$ cat src/rtl/simon_key_schedule_ctrl.sv
// Sequencer for the bit-serial Simon key-schedule datapath: serial key load, then ROUNDS x WORD run.
// Optional back-pressure input enabled by defining SIMON_KS_STALL_EN.
module simon_key_schedule_ctrl #(
    parameter int unsigned WORD   = 64,
    parameter int unsigned ROUNDS = 68,
    parameter int unsigned BCW    = 6,
    parameter int unsigned RCW    = 7
) (
    input  logic           clk,
    input  logic           rst_n,
    input  logic           start,
    input  logic           data_in_valid,
`ifdef SIMON_KS_STALL_EN
    input  logic           stall,
`endif
    output logic [BCW-1:0] bit_counter,
    output logic [RCW-1:0] round_counter,
    output logic           round_lsb,
    output logic [1:0]     s1,
    output logic           s2,
    output logic [1:0]     s3,
    output logic           shifter_enable1,
    output logic           shifter_enable2,
    output logic           fifo_ff_enable,
    output logic           lut_ff_enable,
    output logic           key_valid,
    output logic           busy,
    output logic           done
);

    typedef enum logic [1:0] {IDLE, LOAD, RUN, DONE} state_t;

    localparam logic [BCW:0]   LOAD_LAST = (BCW+1)'(2*WORD-1);
    localparam logic [BCW-1:0] BIT_LAST  = BCW'(WORD-1);
    localparam logic [BCW-1:0] BIT_TAIL  = BCW'(WORD-4);
    localparam logic [BCW-1:0] BIT_HEAD  = BCW'(4);
    localparam logic [RCW-1:0] RND_LAST  = RCW'(ROUNDS-1);

    state_t         state;
    logic [BCW:0]   load_cnt;
    logic [BCW-1:0] bit_cnt;
    logic [RCW-1:0] rnd_cnt;
    logic           run_go;
    logic           head;
    logic           tail;
    logic           first;

`ifdef SIMON_KS_STALL_EN
    assign run_go = ~stall;
`else
    assign run_go = 1'b1;
`endif

    always_ff @(posedge clk) begin
        if (!rst_n) begin
            state    <= IDLE;
            load_cnt <= '0;
            bit_cnt  <= '0;
            rnd_cnt  <= '0;
        end else begin
            case (state)
                IDLE: begin
                    if (start) begin
                        state    <= LOAD;
                        load_cnt <= '0;
                        bit_cnt  <= '0;
                        rnd_cnt  <= '0;
                    end
                end
                LOAD: begin
                    if (data_in_valid) begin
                        if (load_cnt == LOAD_LAST) begin
                            state    <= RUN;
                            load_cnt <= '0;
                            bit_cnt  <= '0;
                            rnd_cnt  <= '0;
                        end else begin
                            load_cnt <= load_cnt + (BCW+1)'(1);
                        end
                    end
                end
                RUN: begin
                    if (run_go) begin
                        if (bit_cnt == BIT_LAST) begin
                            bit_cnt <= '0;
                            // Counters return to zero on the final wrap so they never exceed their range.
                            if (rnd_cnt == RND_LAST) begin
                                state   <= DONE;
                                rnd_cnt <= '0;
                            end else begin
                                rnd_cnt <= rnd_cnt + RCW'(1);
                            end
                        end else begin
                            bit_cnt <= bit_cnt + BCW'(1);
                        end
                    end
                end
                DONE:    state <= IDLE;
                default: state <= IDLE;
            endcase
        end
    end

    assign head  = (bit_cnt < BIT_HEAD);
    assign tail  = (bit_cnt >= BIT_TAIL);
    assign first = (rnd_cnt == '0);

    always_comb begin
        s1              = 2'd1;
        s2              = 1'b0;
        s3              = 2'd1;
        shifter_enable1 = 1'b0;
        shifter_enable2 = 1'b0;
        fifo_ff_enable  = 1'b0;
        lut_ff_enable   = 1'b0;
        key_valid       = 1'b0;
        busy            = 1'b0;
        done            = 1'b0;
        case (state)
            LOAD: begin
                busy            = 1'b1;
                shifter_enable1 = data_in_valid;
                shifter_enable2 = data_in_valid;
                fifo_ff_enable  = data_in_valid;
            end
            RUN: begin
                busy            = 1'b1;
                // Selects follow the counters only, so a stall holds them unchanged.
                s3              = (first || !head) ? 2'd2 : 2'd3;
                s1              = head ? (first ? 2'd0 : 2'd3) : 2'd2;
                s2              = !first && tail;
                shifter_enable1 = run_go;
                shifter_enable2 = run_go;
                key_valid       = run_go;
                fifo_ff_enable  = first && run_go;
                lut_ff_enable   = tail && run_go;
            end
            DONE:    done = 1'b1;
            default: ;
        endcase
    end

    assign bit_counter   = bit_cnt;
    assign round_counter = rnd_cnt;
    assign round_lsb     = rnd_cnt[0];

endmodule

$ cat config.mk
export PLATFORM = sky130hd
export DESIGN_NAME = simon_key_schedule_ctrl
export DESIGN_NICKNAME = d
export VERILOG_FILES = /design/src/rtl/simon_key_schedule_ctrl.sv
export SDC_FILE = /design/constraint.sdc
export NUM_CORES = 1
export LEC_CHECK = 0
export BUFFER_PORTS_ARGS = -buffer_cell sky130_fd_sc_hd__buf_4
export CORE_MARGIN = 2
export CORE_UTILIZATION = 35
export DETAILED_ROUTE_END_ITERATION = 7
export GPL_TIMING_DRIVEN = 0
export SYNTH_ARGS = -nofsm -noshare
export SYNTH_HDL_FRONTEND = slang
export SYNTH_SLANG_ARGS = --single-unit
$ cat constraint.sdc
create_clock -name clk -period 2.75 [get_ports clk]
set_clock_uncertainty 0.15 [all_clocks]
set_input_delay 0 -clock clk [delete_from_list [all_inputs] [get_ports clk]]
set_output_delay 0 -clock clk [all_outputs]
set_load 0.02 [all_outputs]
# --- After elaboration in Yosys (flattened, before gate mapping) ---
# Index checks and enable logic that the tools add are counted.
totals:
  regBits: 22
  input_bits: 4
  out_inout_bits: 26
  elab_cells: 65
op_classes:
  muxes: 32
  n_eq_ne: 11
  add_sub_neg: 3
  magnitude_cmp: 2
  reduce_logical: 13
ops:
  columns: ["operator", "count"]
  rows:
  - ["7-bit two-way mux", 7]
  - ["6-bit two-way mux", 4]
  - ["7-bit case mux with 3 select lines", 1]
  - ["2-bit two-way mux", 9]
  - ["6-bit case mux with 3 select lines", 1]
  - ["7-bit by 1-bit adder with 7-bit output, second input constant", 2]
  - ["7-bit == test, second input constant", 2]
  - ["7-bit case mux with 2 select lines", 1]
  - ["2-bit != test, second input constant", 5]
  - ["5-bit AND reduction", 2]
  - ["2-bit case mux with 4 select lines", 1]
  - ["7-bit logical NOT", 1]
  - ["6-bit by 1-bit adder with 6-bit output, second input constant", 1]
  - ["6-bit == test, second input constant", 1]
  - ["6-bit >= comparator, second input constant", 1]
  - ["6-bit by 3-bit < comparator with 1-bit output, second input constant", 1]
  - ["1-bit two-way mux", 6]
  - ["2-bit == test, second input constant", 2]
  - ["1-bit case mux with 2 select lines", 2]
  - ["4-bit AND reduction", 1]
  - ["3-bit AND reduction", 1]
  - ["3-bit nonzero test", 1]
  - ["2-bit by 1-bit == test with 1-bit output, second input constant", 1]
  - ["1-bit logical NOT", 2]
  - ["other kinds (5)", 5]

# --- Depth between registers and ports, before layout ---
# Gate-level depths: netlist (run 1).
logic_depth:
  depth_word: 5
  depth_mapped: 8
  depth_no_buf: 7

# --- Least setup slack after synthesis (run 1) ---
# Ideal clock, no wire load.
synth_path:
  path_type: "register -> register"
  from: "reg state[0]"
  to: "reg bit_cnt[3], in the netlist bit_counter[3]"
  stages_incl_launch_ff: 8
  setup_ps: 70
  n_path_buf: 1
  setup_slack_ps: 627
  t_arrival_ps: 1903
  period_less_slack_ps: 2123
  cell_sequence: "dfxtp_1 inv_1 ha_1 buf_2 inv_1 a31o_2 or4_1 a21boi_1"
synth_between:
  elab_chain_len: 3
synth_rtl:
  columns: ["element", "line", "text"]
  rows:
  - ["start: declaration", "39", "state_t state;"]
  - ["start signal: assignment", "56", "state <= IDLE;"]
  - ["start signal: assignment", "64", "state <= LOAD;"]
  - ["start signal: assignment", "73", "state <= RUN;"]
  - ["2-bit by 1-bit == test with 1-bit output (tied with other cells)", "61", "case (state)"]
  - ["2-bit != test (no source line) / 3-bit nonzero test (equally long branches)", null, null]
  - ["4-bit AND reduction (no source line)", null, null]
  - ["end signal: assignment", "94", "bit_cnt <= bit_cnt + BCW'(1);"]
  - ["end: declaration", "41", "logic [BCW-1:0] bit_cnt;"]
# Parallel ways exist; a longest one is shown, timed or not.
# A chain may end at the register's enable or synchronous reset.

# --- Final worst setup path (run 1) ---
layout_path:
  from: "reg rnd_cnt[2], in the netlist round_counter[2]"
  to: "out s3[0]"
layout_between:
  elab_chain_len: 4
layout_rtl:
  columns: ["element", "line", "text"]
  rows:
  - ["start: declaration", "42", "logic [RCW-1:0] rnd_cnt;"]
  - ["start signal: assignment", "91", "rnd_cnt <= rnd_cnt + RCW'(1);"]
  - ["7-bit logical NOT", "106", "assign first = (rnd_cnt == '0);"]
  - ["1-bit logical OR", "129", "s3 = (first || !head) ? 2'd2 : 2'd3;"]
  - ["1-bit two-way mux", "129", null]
  - ["2-bit two-way mux", "119", "case (state)"]
  - ["end: declaration", "21", "output logic [1:0] s3,"]
# Every way passes these cells.

==> results.txt, run 1 <==
Status: finished, violations left
Failing checks: hold timing
Syn Std Cell Area: 0.00139 mm^2
RSZ-0062 raised after global routing: false
Total negative slack: 0 ns
Worst EP required: 2.60 ns
Post-synthesis sequential area ratio: 0.317
Wire per inst: 13.5 um
Inst Count DP: 244
N_diodes: 0
Worst path cell trace: or4_1 -> nor3b_1 -> nand2b_1 -> nand2_1 -> buf_4 -> buf_4
Global route overflow: 0
Share of cells above drive strength 1: 0.230
Leak pwr: 0.691 nW
TritonCTS clock tree: built
Total track usage: 0.162
Root Driver: clkbuf_8
Via count: 1340
Internal Pwr Total: 0.689 mW
Die Wd: 67.1 um
Pre-CTS setup slack: 0.391 ns
Setup WS post-layout: 0.349 ns
HPWL after DPL: 2550 um
I/O pin count: 30
Crit path capture type: output port
Final non-filler cell total: 248
Crit-path max FO: 6
Max-cap viol count: 0
Initial antenna violation count: 0
Maximum VDD drop: 0.436 mV
Relative slew slack: 0.543
Core area: 0.00374 mm^2
Tmin final: 2.40 ns
Largest net degree at the start of global routing: 12
Post-CTS Setup Inserts: 0
Area grow syn2layout: 23.7%
Placed instance area: 0.00167 mm^2
P per Cell Area: 703 mW/mm^2
Worst-margin pin slew: 0.679 ns
Net Switching: 0.520 mW
Die Ht: 67.1 um
CP Launch Type: flop
Post-Syn Instances: 167
Final hold viol count: 1
Total CTS buffers: 3
Maximum level of the CTS H-tree: 1
Period utilization: 0.873
First-pass GRT wire length: 5600 um
Rows: 22
DR DRC count: 0
Starting Density: 0.372
Port buffer count: 29
Synth Net Count: 180
Critical register-to-register path startpoint: state[0]$_SDFFE_PN0P_
Skew-Pair Late Insertion Delay: 0.26 ns
Yosys reg bits: 22
Net Sw Frac: 0.430
CP startpoint: round_counter[2]$_SDFFE_PN0P_
Hold WC Path Type: input port to flop
Pre-antenna DRT Iters: 4
Slowest CP cell: or4_1
Initial DRC count: 79
Final setup violation count: 0
Clk sinks: 22
Comb pwr share: 0.530
Hold path start: start
Clock power frac: 0.167
Vias in the first global route: 1250
Post-Synthesis Mean Instance Area: 8.33 um^2
GPL Wtd Cong: 0.813
CP most frequent cell: buf_4
Yosys warning count: 0
Total Die Area: 0.00450 mm^2
Clock Tree Buf Depth: 2
Pins Over Slew Limit: 0
Final WL: 3340 um
Mean number of vias per cell: 5.40
Post-layout nets: 215
Hold_ws: -0.00129 ns
Fmax: 416 MHz
CP peak stage delay: 0.58 ns
Kind of critical path: flop to output port
Post-route cell area: 0.00172 mm^2
Clk slew on worst S/H paths: 0.08 ns
Crit path DAT: 2.25 ns
Synth unique cells: 44
Sequential Power Share: 0.302
Post-route ant nets: 0
==> routing by layer <==
| layer | share of wire | vias to the layer above | track usage |
|---|---|---|---|
| met5 | 0 | - | 0 |
| met4 | 0.011 | 0 | 0.0459 |
| met3 | 0.047 | 5 | 0.0203 |
| met2 | 0.47 | 36 | 0.281 |
| met1 | 0.47 | 628 | 0.207 |
| li1 | - | 671 | - |
==> synthesized netlist by cell type, drive strengths merged <==
cell type / n / area [um^2]
o22ai: 1 / 6.26
or3b: 3 / 26.3
o221a: 1 / 11.3
nor3b: 2 / 15.0
and2: 6 / 37.5
nand4: 2 / 12.5
a21boi: 7 / 52.6
a22oi: 1 / 7.51
nand4b: 1 / 8.76
nand3: 13 / 77.6
o2bb2ai: 1 / 8.76
a31oi: 1 / 6.26
nor2b: 10 / 62.6
nor4: 2 / 12.5
or3: 2 / 12.5
o211ai: 1 / 7.51
o21a: 6 / 45.0
o31a: 1 / 8.76
o31ai: 2 / 15.0
nand2b: 1 / 6.26
nor2: 7 / 26.3
inv: 7 / 26.3
o21ai: 14 / 85.1
or4: 3 / 22.5
a211oi: 1 / 7.51
nor3: 6 / 35.0
nand2: 10 / 40.0
a31o: 1 / 8.76
mux2i: 2 / 20.0
clkbuf: 2 / 7.51
a21oi: 7 / 35.0
buf: 6 / 46.3
dfxtp: 22 / 440
and3: 5 / 31.3
ha: 9 / 113
or2: 1 / 6.26
==> what timing repair did <==
action | 4_1_cts | 5_1_grt
gates resized for setup | 0 | 0
hold buffers | 1 | 0
endpoints found under the hold margin | 5 | 0
==> cells by family (layout without fill, tap and decap cells) <==
group                      Yosys count  after routing  share of synthesized area
adders and majority gates            9              9                     0.0809
buffers and inverters               15             48                     0.0576
DFF                                 22             22                      0.317
muxes                                2              2                     0.0144
and+or+nand+nor                     74             74                      0.311
AOI/OAI and AO/OA                   45             45                      0.219
==> path summary, 6_finish.rpt <==
path,end,slack (ns),cells past startpoint
min,load_cnt[1]$_SDFFE_PN0P_,-0.001,4
max,s3[0],0.35,6
max reg2reg,round_counter[3]$_SDFFE_PN0P_,0.37,8
min reg2reg,round_counter[1]$_SDFFE_PN0P_,0.36,2
==> layout by cell type (no fill, tap or decap), types with 7 or more instances in the layout <==
cell | synthesis | layout
nor2b_1 | 10 | 10
a21oi_1 | 7 | 7
dfxtp_1 | 22 | 22
nand2_1 | 9 | 9
nor2_1 | 7 | 7
ha_1 | 9 | 9
o21ai_0 | 12 | 12
nand3_1 | 12 | 12
buf_4 | 4 | 33
inv_1 | 7 | 7
==> cell type report <==
| class | instances | area [um^2] |
|---|---|---|
| Fill cell | 392 | 2020 |
| Multi-Input combinational cell | 130 | 871 |
| Sequential cell | 22 | 440 |
| Timing Repair Buffer | 30 | 228 |
| Tap cell | 48 | 60.1 |
| Buffer | 8 | 53.8 |
| Clock buffer | 3 | 41.3 |
| Inverter | 7 | 26.3 |
==> critical path: cells and delay by family, from the launching register on <==
kind / cells / cell delay (ns)
flip-flops: 1 / 0.35
buffers and inverters: 2 / 0.27
AND/OR/NAND/NOR: 4 / 1.37
==> flip-flops by register name, indices dropped and copies added, names as in the netlist <==
| signal | cells |
|---|---|
| state | 2 |
| load_cnt | 7 |
| bit_counter | 6 |
| round_counter | 7 |
==> through the flow <==
step / hold slack, ns / utilization / total power, mW
finish: -0.00129 / 0.460 / 1.21
global route: 0.0407 / 0.460 / 1.30
detailed placement: 0.171 / 0.446 / 1.01
CTS: 0.00142 / 0.460 / 1.22
global placement: 0.157 / 0.446 / 1.00
floorplan: 0.00314 / - / 0.829
==> power by group through the flow <==
stage                     Clock (mW)  Combinational, mW  Sequential (mW)
after floorplan                    0              0.456            0.373
after global placement             0              0.632            0.371
after detailed placement           0              0.641            0.373
after CTS                      0.205              0.646            0.366
after global routing           0.221              0.709            0.370
final                          0.202              0.641            0.365
(Power assumes the default switching activity.)
==> inputs of run 2 (changes only) <==
Settings changed: CORE_UTILIZATION 35 to 53, PLACE_DENSITY set to 0.78.
==> run 2 against run 1 <==
Effect of this change: the run now ends clean; non-clock buffer count increased by 1; largest cell class unchanged; largest power group unchanged; clock power increased by 23%; via count increased by 0.60%; global-route usage increased by 5.5 points; critical endpoint unchanged; clock-buffer cell count stayed put; worst setup slack got worse by 0.082 ns.
==> results.txt, run 2 (synthesis gave the netlist of run 1 again) <==
Global route overflow: 0 (unchanged)
Inst Count DP: 226 (was 244)
HPWL after DPL: 2400 um (was 2550 um)
Clk slew on worst S/H paths: 0.13 ns (was 0.08 ns)
Pins Over Slew Limit: 0 (unchanged)
Port buffer count: 29 (unchanged)
Critical register-to-register path startpoint: state[0]$_SDFFE_PN0P_ (unchanged)
TritonCTS clock tree: built (unchanged)
Worst-margin pin slew: 0.604 ns (was 0.679 ns)
Total Die Area: 0.00305 mm^2 (was 0.00450 mm^2)
Clk sinks: 22 (unchanged)
Crit path capture type: output port (unchanged)
Comb pwr share: 0.512 (was 0.530)
Maximum VDD drop: 0.634 mV (was 0.436 mV)
First-pass GRT wire length: 5530 um (was 5600 um)
Final setup violation count: 0 (unchanged)
Fmax: 403 MHz (was 416 MHz)
Hold path start: data_in_valid (was start)
Clock Tree Buf Depth: 2 (unchanged)
Status: finished clean (was finished, violations left)
Via count: 1348 (was 1340)
Max-cap viol count: 0 (unchanged)
N_diodes: 0 (unchanged)
Post-route cell area: 0.00172 mm^2 (about the same)
Total CTS buffers: 3 (unchanged)
Relative slew slack: 0.593 (was 0.543)
Largest net degree at the start of global routing: 14 (was 12)
FF-to-FF path depth: 8 (unchanged)
Hold Path End: load_cnt[5]$_SDFFE_PN0P_ (was load_cnt[1]$_SDFFE_PN0P_)
Final WL: 3160 um (was 3340 um)
Net Sw Frac: 0.414 (was 0.430)
Total negative slack: 0 ns (unchanged)
R2r endpoint: round_counter[2]$_SDFFE_PN0P_ (was round_counter[3]$_SDFFE_PN0P_)
Skew-Pair Late Insertion Delay: 0.31 ns (was 0.26 ns)
Sequential Power Share: 0.290 (was 0.302)
Share of cells above drive strength 1: 0.233 (was 0.230)
Commonest non-fill, non-tap cell in the layout: buf_4 (unchanged)
Wire per inst: 13.6 um (was 13.5 um)
Kind of critical path: flop to output port (unchanged)
Crit-path max FO: 6 (unchanged)
Internal Pwr Total: 0.739 mW (was 0.689 mW)
Die Wd: 55.2 um (was 67.1 um)
Leak pwr: 0.701 nW (was 0.691 nW)
Root Driver: clkbuf_4 (was clkbuf_8)
RSZ-0062 raised after global routing: false (unchanged)
Total track usage: 0.217 (was 0.162)
Hold-critical path depth: 6 (was 4)
Final hold viol count: 0 (was 1)
Worst EP required: 2.60 ns (about the same)
CP Launch Type: flop (unchanged)
I/O pin count: 30 (unchanged)
Period utilization: 0.903 (was 0.873)
DR DRC count: 0 (unchanged)
Core area: 0.00248 mm^2 (was 0.00374 mm^2)
Rows: 18 (was 22)
Post-layout nets: 216 (was 215)
Area grow syn2layout: 23.6% (was 23.7%)
Mean number of vias per cell: 5.81 (was 5.40)
PnR Total Power: 1.26 mW (was 1.21 mW)
Clock power frac: 0.198 (was 0.167)
Post-route ant nets: 0 (unchanged)
Pre-antenna DRT Iters: 4 (unchanged)
Starting Density: 0.562 (was 0.372)
Die Ht: 55.2 um (was 67.1 um)
Hold WC Path Type: input port to flop (unchanged)
Tmin final: 2.48 ns (was 2.40 ns)
Initial antenna violation count: 0 (unchanged)
Crit path DAT: 2.33 ns (was 2.25 ns)
GPL Wtd Cong: 0.799 (was 0.813)
Maximum level of the CTS H-tree: 1 (unchanged)
Vias in the first global route: 1262 (was 1250)
Net Switching: 0.522 mW (was 0.520 mW)
Commonest cells after routing, fill and taps aside: buf_4 (33), dfxtp_1 (22), nand3_1 (12), o21ai_0 (12), nor2b_1 (10) (unchanged)
Placed instance area: 0.00165 mm^2 (was 0.00167 mm^2)
Setup slack, reg-to-reg: 0.42 ns (was 0.37 ns)
Final non-filler cell total: 232 (was 248)
Initial DRC count: 40 (was 79)
Post-CTS sizing: 0 (unchanged)
P per Cell Area: 734 mW/mm^2 (was 703 mW/mm^2)
==> run 2: cell count changes in the layout (fill, tap and decap cells not counted), sizes merged <==
cell | previous run | this run
bufinv | 0 | 1
dlygate4sd3 | 1 | 2
==> run 2: layout make-up <==
type / count / area (um^2)
fillers: 217 / 758
repair buffers: 31 / 238
clock buffers: 3 / 22.5
clock inverters: 1 / 30.0
flip-flops and latches: 22 / 440
plain buffers: 8 / 53.8
well taps: 30 / 37.5
inverters: 7 / 26.3
multi-input cells: 130 / 871
==> run 2: repair_timing <==
action / in CTS / in global routing
setup buffers: 0 / 0
endpoints found under the hold margin: 12 / 0
hold buffers: 2 / 0
==> run 2: stage by stage <==
step                      setup WS (ns)  hold slack (ns)   util
after global placement            0.499            0.157  0.665
after global routing              0.132            0.259  0.694
final                             0.267            0.181  0.694
after CTS                         0.249            0.157  0.694
after detailed placement          0.469            0.167  0.665
after floorplan                   0.627          0.00314      -
==> run 2: layer usage <==
metal  vias up  share of wire  GRT usage
met4         0          0.012     0.0697
li1        680              -          -
met3         5          0.038     0.0304
met1       628           0.45      0.268
met5         -              0          0
met2        35           0.50      0.386
==> run 2: worst max-delay path by stage <==
stage	endpoint	slack, ns	startpoint	depth (start not counted)
after floorplan	bit_counter[3]$_SDFFE_PN0P_	0.63	state[0]$_SDFFE_PN0P_	7
after global placement	round_counter[2]$_SDFFE_PN0P_	0.50	state[0]$_SDFFE_PN0P_	8
after detailed placement	round_counter[2]$_SDFFE_PN0P_	0.47	state[0]$_SDFFE_PN0P_	8
after CTS	s3[0]	0.25	round_counter[2]$_SDFFE_PN0P_	6
after global routing	s3[0]	0.13	round_counter[2]$_SDFFE_PN0P_	6
final	s3[0]	0.27	round_counter[2]$_SDFFE_PN0P_	6
==> run 2: power by group through the flow <==
stage | registers, mW | clock network, mW | logic, mW
after detailed placement | 0.373 | 0 | 0.642
after floorplan | 0.373 | 0 | 0.456
after global placement | 0.371 | 0 | 0.621
after CTS | 0.366 | 0.257 | 0.649
after global routing | 0.370 | 0.271 | 0.707
final | 0.366 | 0.249 | 0.647
==> run 2: worst max-delay path, cell delays in order, from the launching register on <==
cell      delay, ns
dfxtp_1        0.37
or4_1          0.58
nor3b_1        0.53
nand2b_1       0.18
nand2_1        0.07
buf_4          0.14
buf_4          0.14
==> inputs of run 3 (changes only) <==
Settings changed: CAP_MARGIN set to 5, RECOVER_POWER set to 100.
==> run 3 against run 2 <==
Effect of this change: final cell count did not move; combinational power shrank 9.6%; power is 4.8% lower; hold slack lost 0.0048 ns; sequential power hardly changed; flip-flop and latch count stayed put; utilization down 4.0 points; critical path depth is the same; worst setup slack lost 0.012 ns; critical endpoint unchanged; largest power group unchanged.
==> results.txt, run 3 (synthesis gave the netlist of run 1 again) <==
Kind of critical path: flop to output port (unchanged)
Commonest cells after routing, fill and taps aside: clkbuf_1 (27), dfxtp_1 (22), nand3_1 (12), o21ai_0 (12), nor2b_1 (10) (was buf_4 (33), dfxtp_1 (22), nand3_1 (12), o21ai_0 (12), nor2b_1 (10))
Final setup violation count: 0 (unchanged)
RSZ-0062 raised after global routing: false (unchanged)
Post-layout nets: 216 (unchanged)
Core area: 0.00248 mm^2 (unchanged)
Wire per inst: 13.8 um (was 13.6 um)
HPWL after DPL: 2400 um (unchanged)
Total track usage: 0.217 (unchanged)
Skew-Pair Late Insertion Delay: 0.31 ns (about the same)
Largest net degree at the start of global routing: 14 (unchanged)
Leak pwr: 0.591 nW (was 0.701 nW)
Post-CTS sizing: 0 (unchanged)
Buffers plus inverters on the worst setup path: 2 (unchanged)
Crit-path max FO: 6 (unchanged)
Status: finished clean (unchanged)
Area grow syn2layout: 16.4% (was 23.6%)
Crit path capture type: output port (unchanged)
Post-route ant nets: 0 (unchanged)
Final hold viol count: 0 (unchanged)
Starting Density: 0.562 (unchanged)
Pre-antenna DRT Iters: 4 (unchanged)
Relative slew slack: 0.595 (was 0.593)
Global route overflow: 0 (unchanged)
Clock Tree Buf Depth: 2 (unchanged)
Slowest CP cell: or4_1 (unchanged)
First-pass GRT wire length: 5530 um (unchanged)
Placed instance area: 0.00165 mm^2 (unchanged)
Period utilization: 0.907 (was 0.903)
Clk slew on worst S/H paths: 0.13 ns (about the same)
Area of the multi-input gates: 866 um^2 (was 871 um^2)
Total Die Area: 0.00305 mm^2 (unchanged)
Total negative slack: 0 ns (unchanged)
Setup slack, reg-to-reg: 0.26 ns (was 0.42 ns)
I/O pin count: 30 (unchanged)
Hold WC Path Type: input port to flop (unchanged)
Pins Over Slew Limit: 0 (unchanged)
Reg area: 440 um^2 (unchanged)
Fill count: 249 (was 217)
Commonest non-fill, non-tap cell in the layout: clkbuf_1 (was buf_4)
Die Wd: 55.2 um (unchanged)
Root Driver: clkbuf_4 (unchanged)
Die Ht: 55.2 um (unchanged)
Initial DRC count: 54 (was 40)
Fmax: 401 MHz (was 403 MHz)
Clk sinks: 22 (unchanged)
N_diodes: 0 (unchanged)
Mean number of vias per cell: 5.79 (was 5.81)
Maximum VDD drop: 0.575 mV (was 0.634 mV)
Worst path cell trace: or4_1 -> nor3b_1 -> nand2b_1 -> nand2_1 -> clkbuf_4 -> buf_4 (was or4_1 -> nor3b_1 -> nand2b_1 -> nand2_1 -> buf_4 -> buf_4)
Final WL: 3190 um (was 3160 um)
Share of cells above drive strength 1: 0.104 (was 0.233)
Total CTS buffers: 3 (unchanged)
DR DRC count: 0 (unchanged)
CP Launch Type: flop (unchanged)
Max-cap viol count: 0 (unchanged)
Worst EP required: 2.60 ns (about the same)
Tmin final: 2.49 ns (was 2.48 ns)
Port buffer count: 29 (unchanged)
TritonCTS clock tree: built (unchanged)
Post-route cell area: 0.00162 mm^2 (was 0.00172 mm^2)
Via count: 1343 (was 1348)
Worst-margin pin slew: 0.601 ns (was 0.604 ns)
Maximum level of the CTS H-tree: 1 (unchanged)
Rows: 18 (unchanged)
GPL Wtd Cong: 0.799 (unchanged)
Crit path DAT: 2.34 ns (was 2.33 ns)
Cell family with most CP delay: simple AND/OR/NAND/NOR gates (unchanged)
Vias in the first global route: 1262 (unchanged)
P per Cell Area: 742 mW/mm^2 (was 734 mW/mm^2)
Initial antenna violation count: 0 (unchanged)
CP peak stage delay: 0.58 ns (about the same)
-- run 3: cell count changes in the layout (fill, tap and decap cells not counted) --
cell | before | now
and2_0 | 0 | 3
and2_1 | 6 | 3
buf_2 | 1 | 0
buf_4 | 33 | 8
buf_6 | 1 | 0
clkbuf_1 | 2 | 27
clkbuf_4 | 3 | 5
nor3_1 | 5 | 6
nor3_2 | 1 | 0
-- run 3: through the flow --
stage	util	hold slack, ns	total power [mW]	setup WS, ns	cells
after floorplan	-	0.00314	0.829	0.627	167
after global placement	0.665	0.157	0.992	0.499	226
after detailed placement	0.665	0.167	1.01	0.469	226
after CTS	0.694	0.157	1.27	0.249	232
after global routing	0.654	0.266	1.29	0.0751	232
final	0.654	0.176	1.20	0.255	232
-- run 3: per-layer routing --
metal | part of all wire | GRT usage | vias to the layer above | routed length, um
li1 | - | - | 677 | -
met1 | 0.45 | 0.268 | 628 | 1450
met2 | 0.51 | 0.386 | 35 | 1620
met3 | 0.030 | 0.0304 | 3 | 97
met4 | 0.0085 | 0.0697 | 0 | 27
met5 | 0 | 0 | - | 0
-- run 3: worst register-to-register path, stage by stage, from the launching register on --
cell	delay, ns
dfxtp_1	0.39
inv_1	0.11
ha_1	0.23
nor2b_1	0.19
nor3_1	0.40
nand2_2	0.10
clkbuf_1	0.23
or4_1	0.50
a21boi_1	0.15
-- run 3: layout make-up --
type | instances | area share
tap | 30 | 0.0232
sequential | 22 | 0.272
multi-input combinational | 130 | 0.535
timing repair buffer | 31 | 0.0935
buffer | 8 | 0.0278
inverter | 7 | 0.0162
clock buffer | 3 | 0.0139
clock inverter | 1 | 0.0185
-- run 3: timing repair --
item	CTS	global route
setup buffers	0	0
hold endpoints to repair	12	0
hold buffers	2	0
-- run 3: final timing paths --
path                                                    start                     endpoint  depth (start not counted)
worst min-delay path                            data_in_valid     load_cnt[5]$_SDFFE_PN0P_                          6
worst max register to register          state[0]$_SDFFE_PN0P_  bit_counter[3]$_SDFFE_PN0P_                          8
worst max-delay path            round_counter[2]$_SDFFE_PN0P_                        s3[0]                          6
worst min register to register       load_cnt[6]$_SDFFE_PN0P_     load_cnt[6]$_SDFFE_PN0P_                          2
-- run 3: power breakdown --
part           total, mW  internal, mW  switching [mW]
registers          0.366         0.341          0.0249
logic              0.585         0.193           0.392
clock network      0.250         0.147           0.103
